--- src/rtl/wb_write_arbiter_if.sv ---
// Bundles the pipeline W-stage, late-return, scoreboard query and GRF write-port
// signals of wb_write_arbiter; slave is the arbiter side, master the surroundings.
interface wb_write_arbiter_if;
  logic        w_we;
  logic [4:0]  w_addr;
  logic [31:0] w_data;
  logic        late_valid;
  logic [4:0]  late_addr;
  logic [31:0] late_data;
  logic        late_ready;
  logic [4:0]  q_addr;
  logic        q_pending;
  logic        stall_req;
  logic        grf_we;
  logic [4:0]  grf_addr;
  logic [31:0] grf_data;
  logic [31:0] stat_stall_cnt;
  logic [15:0] stat_kill_cnt;

  modport slave (
    input  w_we, w_addr, w_data, late_valid, late_addr, late_data, q_addr,
    output late_ready, q_pending, stall_req, grf_we, grf_addr, grf_data,
           stat_stall_cnt, stat_kill_cnt
  );

  modport master (
    output w_we, w_addr, w_data, late_valid, late_addr, late_data, q_addr,
    input  late_ready, q_pending, stall_req, grf_we, grf_addr, grf_data,
           stat_stall_cnt, stat_kill_cnt
  );
endinterface

--- src/rtl/wb_write_arbiter.sv ---
// GRF write-port arbiter: pipeline W stage has priority, late returns queue in a small FIFO.
// Define WB_ARB_STATS_EN to build the stall/kill statistics counters.
module wb_write_arbiter #(
  parameter int DEPTH        = 2,
  parameter int STARVE_LIMIT = 4
) (
  input logic               clk,
  input logic               reset,
  wb_write_arbiter_if.slave bus
);
  localparam int          AW         = $clog2(DEPTH);
  localparam logic [AW:0] PTR_ONE    = (AW+1)'(1);
  localparam logic [3:0]  STARVE_LIM = 4'(STARVE_LIMIT);

  logic [DEPTH-1:0] ent_valid_q, ent_valid_d;
  logic [4:0]       ent_addr_q [DEPTH];
  logic [4:0]       ent_addr_d [DEPTH];
  logic [31:0]      ent_data_q [DEPTH];
  logic [31:0]      ent_data_d [DEPTH];
  logic [AW:0]      wr_ptr_q, wr_ptr_d, rd_ptr_q, rd_ptr_d;
  logic [3:0]       starve_q, starve_d;
  logic             stall_q, stall_d;
  logic             grf_we_q, grf_we_d;
  logic [4:0]       grf_addr_q, grf_addr_d;
  logic [31:0]      grf_data_q, grf_data_d;

  logic          live_w, empty, full, head_live, pop, grant_fifo, push, push_store, q_hit;
  logic [AW-1:0] head_idx, wr_idx;

  assign live_w   = bus.w_we && (bus.w_addr != 5'd0);
  assign empty    = (wr_ptr_q == rd_ptr_q);
  assign full     = (wr_ptr_q[AW] != rd_ptr_q[AW]) && (wr_ptr_q[AW-1:0] == rd_ptr_q[AW-1:0]);
  assign head_idx = rd_ptr_q[AW-1:0];
  assign wr_idx   = wr_ptr_q[AW-1:0];

  // A head killed by this cycle's pipeline write is treated as already invalid.
  assign head_live  = !empty && ent_valid_q[head_idx]
                      && !(live_w && (ent_addr_q[head_idx] == bus.w_addr));
  assign pop        = !empty && (!head_live || !live_w);
  assign grant_fifo = head_live && !live_w;
  assign push       = bus.late_valid && !full;
  // Returns to $0 or to a register the pipeline is writing now never occupy a slot.
  assign push_store = push && (bus.late_addr != 5'd0)
                      && !(live_w && (bus.late_addr == bus.w_addr));

  always_comb begin
    ent_valid_d = ent_valid_q;
    ent_addr_d  = ent_addr_q;
    ent_data_d  = ent_data_q;
    wr_ptr_d    = wr_ptr_q;
    rd_ptr_d    = rd_ptr_q;
    for (int i = 0; i < DEPTH; i++) begin
      if (live_w && ent_valid_q[i] && (ent_addr_q[i] == bus.w_addr)) begin
        ent_valid_d[i] = 1'b0;
      end
    end
    if (pop) begin
      ent_valid_d[head_idx] = 1'b0;
      rd_ptr_d              = rd_ptr_q + PTR_ONE;
    end
    if (push_store) begin
      ent_valid_d[wr_idx] = 1'b1;
      ent_addr_d[wr_idx]  = bus.late_addr;
      ent_data_d[wr_idx]  = bus.late_data;
      wr_ptr_d            = wr_ptr_q + PTR_ONE;
    end
  end

  always_comb begin
    grf_we_d   = 1'b0;
    grf_addr_d = grf_addr_q;
    grf_data_d = grf_data_q;
    if (live_w) begin
      grf_we_d   = 1'b1;
      grf_addr_d = bus.w_addr;
      grf_data_d = bus.w_data;
    end else if (grant_fifo) begin
      grf_we_d   = 1'b1;
      grf_addr_d = ent_addr_q[head_idx];
      grf_data_d = ent_data_q[head_idx];
    end
  end

  always_comb begin
    starve_d = starve_q;
    if (empty || pop) begin
      starve_d = 4'd0;
    end else if (head_live && (starve_q < STARVE_LIM)) begin
      starve_d = starve_q + 4'd1;
    end
    stall_d = (starve_d == STARVE_LIM);
  end

  always_comb begin
    q_hit = 1'b0;
    for (int i = 0; i < DEPTH; i++) begin
      if (ent_valid_q[i] && (ent_addr_q[i] == bus.q_addr)) begin
        q_hit = 1'b1;
      end
    end
  end

  always_ff @(posedge clk or posedge reset) begin
    if (reset) begin
      ent_valid_q <= '0;
      for (int i = 0; i < DEPTH; i++) begin
        ent_addr_q[i] <= 5'd0;
        ent_data_q[i] <= 32'd0;
      end
      wr_ptr_q   <= '0;
      rd_ptr_q   <= '0;
      starve_q   <= 4'd0;
      stall_q    <= 1'b0;
      grf_we_q   <= 1'b0;
      grf_addr_q <= 5'd0;
      grf_data_q <= 32'd0;
    end else begin
      ent_valid_q <= ent_valid_d;
      ent_addr_q  <= ent_addr_d;
      ent_data_q  <= ent_data_d;
      wr_ptr_q    <= wr_ptr_d;
      rd_ptr_q    <= rd_ptr_d;
      starve_q    <= starve_d;
      stall_q     <= stall_d;
      grf_we_q    <= grf_we_d;
      grf_addr_q  <= grf_addr_d;
      grf_data_q  <= grf_data_d;
    end
  end

  assign bus.late_ready = !full;
  assign bus.q_pending  = q_hit && (bus.q_addr != 5'd0);
  assign bus.stall_req  = stall_q;
  assign bus.grf_we     = grf_we_q;
  assign bus.grf_addr   = grf_addr_q;
  assign bus.grf_data   = grf_data_q;

`ifdef WB_ARB_STATS_EN
  logic [31:0] stat_stall_q, stat_stall_d;
  logic [15:0] stat_kill_q, stat_kill_d;
  logic [4:0]  kill_num;
  logic [16:0] kill_sum;

  always_comb begin
    kill_num = 5'd0;
    for (int i = 0; i < DEPTH; i++) begin
      if (live_w && ent_valid_q[i] && (ent_addr_q[i] == bus.w_addr)) begin
        kill_num = kill_num + 5'd1;
      end
    end
    if (push && live_w && (bus.late_addr == bus.w_addr)) begin
      kill_num = kill_num + 5'd1;
    end
    kill_sum     = {1'b0, stat_kill_q} + {12'd0, kill_num};
    stat_kill_d  = kill_sum[16] ? 16'hFFFF : kill_sum[15:0];
    stat_stall_d = stall_q ? (stat_stall_q + 32'd1) : stat_stall_q;
  end

  always_ff @(posedge clk or posedge reset) begin
    if (reset) begin
      stat_stall_q <= 32'd0;
      stat_kill_q  <= 16'd0;
    end else begin
      stat_stall_q <= stat_stall_d;
      stat_kill_q  <= stat_kill_d;
    end
  end

  assign bus.stat_stall_cnt = stat_stall_q;
  assign bus.stat_kill_cnt  = stat_kill_q;
`else
  assign bus.stat_stall_cnt = 32'd0;
  assign bus.stat_kill_cnt  = 16'd0;
`endif
endmodule

--- src/flat_wrapper.sv ---
// flat-port wrapper written by rule: the top's interface ports become plain ports
module wb_write_arbiter_flat 
#(
  parameter int DEPTH        = 2,
  parameter int STARVE_LIMIT = 4
)
  (clk, reset, bus_w_we, bus_w_addr, bus_w_data, bus_late_valid, bus_late_addr, bus_late_data, bus_q_addr, bus_late_ready, bus_q_pending, bus_stall_req, bus_grf_we, bus_grf_addr, bus_grf_data, bus_stat_stall_cnt, bus_stat_kill_cnt);
  wb_write_arbiter_if bus_i ();
  input logic clk;
  input logic reset;
  input wire logic [$bits(bus_i.w_we)-1:0] bus_w_we;
  input wire logic [$bits(bus_i.w_addr)-1:0] bus_w_addr;
  input wire logic [$bits(bus_i.w_data)-1:0] bus_w_data;
  input wire logic [$bits(bus_i.late_valid)-1:0] bus_late_valid;
  input wire logic [$bits(bus_i.late_addr)-1:0] bus_late_addr;
  input wire logic [$bits(bus_i.late_data)-1:0] bus_late_data;
  input wire logic [$bits(bus_i.q_addr)-1:0] bus_q_addr;
  output wire logic [$bits(bus_i.late_ready)-1:0] bus_late_ready;
  output wire logic [$bits(bus_i.q_pending)-1:0] bus_q_pending;
  output wire logic [$bits(bus_i.stall_req)-1:0] bus_stall_req;
  output wire logic [$bits(bus_i.grf_we)-1:0] bus_grf_we;
  output wire logic [$bits(bus_i.grf_addr)-1:0] bus_grf_addr;
  output wire logic [$bits(bus_i.grf_data)-1:0] bus_grf_data;
  output wire logic [$bits(bus_i.stat_stall_cnt)-1:0] bus_stat_stall_cnt;
  output wire logic [$bits(bus_i.stat_kill_cnt)-1:0] bus_stat_kill_cnt;
  assign bus_i.w_we = bus_w_we;
  assign bus_i.w_addr = bus_w_addr;
  assign bus_i.w_data = bus_w_data;
  assign bus_i.late_valid = bus_late_valid;
  assign bus_i.late_addr = bus_late_addr;
  assign bus_i.late_data = bus_late_data;
  assign bus_i.q_addr = bus_q_addr;
  assign bus_late_ready = bus_i.late_ready;
  assign bus_q_pending = bus_i.q_pending;
  assign bus_stall_req = bus_i.stall_req;
  assign bus_grf_we = bus_i.grf_we;
  assign bus_grf_addr = bus_i.grf_addr;
  assign bus_grf_data = bus_i.grf_data;
  assign bus_stat_stall_cnt = bus_i.stat_stall_cnt;
  assign bus_stat_kill_cnt = bus_i.stat_kill_cnt;
  wb_write_arbiter #(.DEPTH(DEPTH), .STARVE_LIMIT(STARVE_LIMIT)) u_core (.clk(clk), .reset(reset), .bus(bus_i));
endmodule
--- config.mk ---
export PLATFORM = sky130hd
export DESIGN_NAME = wb_write_arbiter_flat
export DESIGN_NICKNAME = d
export VERILOG_FILES = /design/src/rtl/wb_write_arbiter_if.sv /design/src/rtl/wb_write_arbiter.sv /design/src/flat_wrapper.sv
export SDC_FILE = /design/constraint.sdc
export NUM_CORES = 1
export LEC_CHECK = 0
export CAP_MARGIN = 10
export CORE_UTILIZATION = 44
export DETAILED_ROUTE_END_ITERATION = 10
export GPL_TIMING_DRIVEN = 0
export PLACE_DENSITY = 0.78
export SETUP_SLACK_MARGIN = 0.3
export SYNTH_ARGS = -nofsm -noshare
export SYNTH_HDL_FRONTEND = slang
export SYNTH_SLANG_ARGS = --single-unit
--- constraint.sdc ---
create_clock -name clk -period 3.8 [get_ports clk]
set_input_delay 0.57 -clock clk [delete_from_list [all_inputs] [get_ports clk]]
set_output_delay 0.57 -clock clk [all_outputs]
set_load 0.1 [all_outputs]
==> After elaboration in Yosys (flattened, before gate mapping) <==
Index checks and enable logic that the tools add are counted.
{ "word_totals": {"regBits": 123, "word_cells": 104, "out_inout_bits": 89} }
{ "op_classes": {"n_lt_le_gt_ge": 8, "n_eq_ne": 10, "bitwise_logic": 5, "addsub": 3, "reduce_logical": 34, "n_mux": 32} }
{ "ops": {"columns": ["op", "n"], "rows": [
  ["two-way mux 32 bit", 6],
  ["bitwise mux 64 bit", 1],
  ["demux 32 bit (select 1 bit)", 1],
  ["== test 5 bit", 6],
  ["two-way mux 5 bit", 6],
  ["logical AND 1 bit", 22],
  ["nonzero test 5 bit", 3],
  ["bitwise mux 10 bit", 1],
  ["two-way mux 1 bit", 10],
  ["two-way mux 4 bit", 2],
  ["logical NOT 1 bit", 6],
  ["demux 5 bit (select 1 bit)", 1],
  ["adder 2 x 1 -> 2 bit (second input constant)", 2],
  ["adder 4 x 1 -> 4 bit (second input constant)", 1],
  ["== test 4 x 3 -> 1 bit (second input constant)", 1],
  ["greater-or-equal comparator 2 bit (second input constant)", 2],
  ["< comparator 1 x 2 -> 1 bit (second input constant)", 2],
  ["< comparator 4 x 3 -> 1 bit (second input constant)", 1],
  ["two-way mux 2 bit", 2],
  ["NOT 1 -> 2 bit", 2],
  ["bitwise AND 2 bit", 1],
  ["demux 1 bit (select 1 bit)", 2],
  ["== test 2 bit", 1],
  ["greater-or-equal comparator 1 bit (second input constant)", 2],
  ["7 further kinds", 8]
]} }

==> Logic depth before layout (Yosys ltp) <==
{ "logic_depth": {"ltp_word": 14, "ltp_mapped": 8, "mapped_depth_nobuf": 5} }

==> Least setup slack after synthesis <==
OpenSTA, ideal clock, no wires.
{ "synth_timing": {"path_type": "input to output", "from": "input bus_q_addr[0]", "to": "output bus_q_pending", "arrival_ns": 2.548, "n_path_buf": 0, "cell_stages": 4, "setup_slack_ns": 0.682, "cell_sequence": "xor2_1 nor4_1 nand3_1 a21oi_1"} }
{ "synth_between": {"elab_chain_len": 5, "word_cells_on_any_way": 8, "cone_classes": "2 x eq/ne; 2 x mux; 4 x reduce/logical"} }
{ "synth_rtl": {"columns": ["element", "line", "rtl"], "rows": [
  ["start, declared", "flat_wrapper.sv:17", "input wire logic [$bits(bus_i.q_addr)-1:0] bus_q_addr;"],
  ["== test 5 bit", "wb_write_arbiter.sv:97", "if (ent_valid_q[i] && (ent_addr_q[i] == bus.q_addr)) begin"],
  ["logical AND 1 bit", "wb_write_arbiter.sv:97", null],
  ["two-way mux 1 bit (2 in a row)", "wb_write_arbiter.sv:97", null],
  ["logical AND 1 bit (*)", "wb_write_arbiter.sv:132", "assign bus.q_pending = q_hit && (bus.q_addr != 5'd0);"],
  ["end, declared", "flat_wrapper.sv:19", "output wire logic [$bits(bus_i.q_pending)-1:0] bus_q_pending;"]
]} }
Every way passes the cells marked *; elsewhere a longest branch is shown, timed or not.

==> Worst setup path in the final report <==
Same ends and word-level chain as after synthesis.

==> reports/summary.md <==
The flow ran to the end, and the final reports show no timing, DRC or antenna violations. For the max-cap check violation count, the log shows 0. The category of the worst setup path launch point is an input pin. In this run the tightest slew margin relative to its limit is 32.1%. The tools report the global routing usage summed across all routing layers as 21.3%. Cells fill 61.4% of the core in the end.

The synthesized design devotes to its leading area cell type 49.0% of total area. The worst hold path terminates at u_core.bus.grf_addr[1]. The number of antenna-violating nets in the routed design is 0. After detailed routing, the number of remaining DRC violations is 0. The count of buffers added on input and output ports is 118.

The logs give 877 for the number of placed instances with taps included and 0.854 for the global placement routability congestion. The number of register bits inferred by synthesis was 123. The tools report the capturing element type of the critical path as a primary output. 172 I/O pins were placed. The clock passes through at most 2 buffers.

The first global-routing pass estimated 23800 um of wire. The filler cells instantiated in the layout total 1181. The logs give 6280 sq um for the total standard cell area after synthesis and 0.557 ns for the worst setup slack after layout.

Measured along the y axis, the die boundary spans 121 um. The net count of the finished layout is 800. For the count of final hold-check violations, the log shows 0. The average wire length per cell after detail routing is 16.4 um. The standard cell area after detailed placement is 7930 sq um. Leaving out filler cells and counting taps, the final layout contains 908. For this block, the initial DRC count from the detailed router was 186. The startpoint identified for the worst hold timing path is bus_w_addr[1]. Number of warning messages in the yosys log: 0.

The worst register-to-register path begins at u_core.rd_ptr_q[0]. The maximum resistive drop on vdd came out at 0.516 mV. For the number of unique standard cell types used by synthesis, the log shows 40.

From left edge to right edge, the die measures 121 um. For the number of max-slew violations in the final report, the log shows 0. For this run, the detailed router's first-pass iteration total came to 5. Via density per instance: 4.94. Averaged over all synthesized cells, the footprint is 11.9 sq um. Among all flip-flop cells after synthesis, the most frequent one is dfrtp_1.

After floorplanning, the core was divided into 43 placement rows. The clock period minus worst slack came out at 3.24 ns. Counting flops with a built-in enable in the synthesized netlist gives 0.

The logs give 1.13 ns for the internal reg-to-reg setup slack and 308 MHz for the highest clock frequency the design can meet. Sequential cells were found to cover 49.0% of the synthesized design area. The fraction of registers with async set/reset is 100%. Of all nets on the critical path, the largest fanout is 3. The path class of the tightest hold or removal check is in2reg.

Power spread over the standard cell area amounts to 1020 nW/um^2. The total overflow left after global routing is 0. The pin count of the biggest net entering global routing is 40. On the final layout, the worst hold slack is 0.470 ns. TritonCTS built the clock tree. The tools report the gate count of the mapped netlist as 529. The leakage dissipation was 3.84 nW.

The die covers 14800 sq um. Core region area: 13900 sq um. Clock latency on the worst-skew pair, taken at its later pin, is 0.41 ns. The post-route total power was 8.72 mW.

The initial utilization of the core area, before any placement, comes to 45.3%. The tree is rooted in a clkbuf_16. The initial antenna violation count is 0. The clock slew seen by the registers of the worst setup and hold paths was 0.05 ns. Across the routed clock network, the largest skew measured is 0.00589 ns. After routing the design area is 8520 sq um. The clock drives 123 sinks.

0 antenna diodes ended up in the layout. Once detailed placement completed, the half-perimeter wirelength came to 10800 um. The tools report the data arrival at the endpoint of the critical path as 2.67 ns.

The worst register-to-register path ends at u_core.rd_ptr_q[1]. Before CTS, the worst setup slack after placement is 0.265 ns. The hold path depth works out to 3. The final routed wirelength across all metal layers is 14900 um, and the via count of the first global-routing pass is 4737. Counting cells, the worst reg-to-reg path comes to 7. After synthesis, the cell types taking the most area are dfrtp_1 49%, mux2_2 20%, mux2i_1 6.2%. The slew of the pin with the lowest slew margin is 1.02 ns. Relative to the synthesized area, the layout overhead comes to 35.6%. The routed layout has 4487 vias. In the final layout, the share of cells above drive strength 1 is 28.6%.

Data on the critical path is required at its endpoint by 3.23 ns. Setup violations remaining at the end of the flow were counted as 0. Adding up every negative setup slack in the final design gives 0 ns.

The H-tree was split into 4 levels. The worst setup path is of the in2out kind. Setup repair after global routing left no endpoint under its margin. Buffers inserted during clock tree synthesis total 17. Summed over all instances, the cell type with the most area after synthesis is dfrtp_1. The part of the cycle the worst path needs is 85.3%.
worst max-delay path by stage:
stage / start / to / slack [ns] / depth (start not counted)
2_1_floorplan: bus_q_addr[0] / bus_q_pending / 0.68 / 4
3_3_place_gp: bus_q_addr[0] / bus_q_pending / 0.32 / 6
3_5_place_dp: bus_q_addr[0] / bus_q_pending / 0.26 / 6
4_1_cts: bus_q_addr[0] / bus_q_pending / 0.54 / 6
5_1_grt: bus_q_addr[0] / bus_q_pending / 0.47 / 6
6_report: bus_q_addr[0] / bus_q_pending / 0.56 / 6
cell usage after synthesis, types with 2 or more instances:
library cell and count:
nand3_1 6, nand4_1 2, buf_4 52, nor3_1 2, mux2i_1 39, buf_1 2, xor2_1 19, nand2_1 44
nor2_1 6, mux2_2 111, o21ai_0 41, buf_2 6, clkbuf_1 17, xnor2_1 17, dfrtp_1 123, buf_6 2
or4_1 2, nor4_1 8, inv_1 8, a21oi_1 2
layer usage:
layer / vias up / GRT usage (%) / routed length [um]
met5: - / 0 / 0
met4: 0 / 7.48 / 250
met3: 26 / 5.55 / 750
met2: 140 / 36.5 / 7500
met1: 2214 / 25.8 / 6430
li1: 2107 / - / -
area by class of cell:
type / instances / area [sq um] / area share [%]
buffer: 79 / 514 / 6.04
clock buffer: 24 / 502 / 5.89
clock inverter: 7 / 87.6 / 1.03
inverter: 8 / 33.8 / 0.397
multi-input combinational: 366 / 2840 / 33.3
sequential: 123 / 3080 / 36.1
tap: 180 / 225 / 2.64
timing repair buffer: 121 / 1240 / 14.6
layout by cell type (no fill, tap or decap), types with 2 or more instances in the layout:
cell type and n:
dfrtp_1 123, clkbuf_8 5, clkinv_2 4, xor2_1 19, clkinvlp_4 2, inv_1 7, nor3_1 2, or4_1 2
bufinv_16 2, buf_12 3, nand4_1 2, buf_1 2, nor4_1 8, mux2_2 111, nand3_1 6, conb_1 48
clkbuf_1 19, buf_6 2, clkdlybuf4s50_1 117, nand2_1 44, a21oi_1 2, buf_2 6, o21ai_0 41, xnor2_1 17
mux2i_1 39, buf_4 52, nor2_1 6, clkbuf_16 17
kinds of logic (layout without fill, tap and decap cells):
family	after synthesis	count (layout)	share of synthesized area [%]
muxes	150	150	26.1
DFF	123	123	49.0
buffers and inverters	87	239	8.66
and+or+nand+nor	78	78	5.82
AOI/OAI and AO/OA	53	53	5.14
xor gates and xnor gates	36	36	5.02
adders and majority gates	1	1	0.199
other	1	48	0.0597
registers in the layout, indices dropped and copies added (netlist names):
name / cells
u_core.bus.grf_addr: 5
u_core.bus.grf_data: 32
u_core.bus.grf_we: 1
u_core.bus.stall_req: 1
u_core.ent_addr_q: 10
u_core.ent_data_q: 64
u_core.ent_valid_q: 2
u_core.rd_ptr_q: 2
u_core.starve_q: 4
u_core.wr_ptr_q: 2
repair_timing:
item / CTS / global route
setup endpoints to repair: 1 / 0
resized for setup: 1 / 0
setup buffers: 0 / 0
hold buffers: 0 / 0
where the power goes:
part           leakage [nW]  switching [mW]  internal (mW)
Sequential             1.47           0.410           1.95
Clock                 0.292           0.553           1.04
Combinational          2.08            2.97           1.79
critical path, stage by stage:
cell and delay [ns]:
clkdlybuf4s50_1 0.48, xor2_1 0.18, nor4_1 0.28, nand3_1 0.12, a21oi_1 0.17, dlygate4sd2_1 0.87
Note: power is estimated with default switching activity, not from simulation.
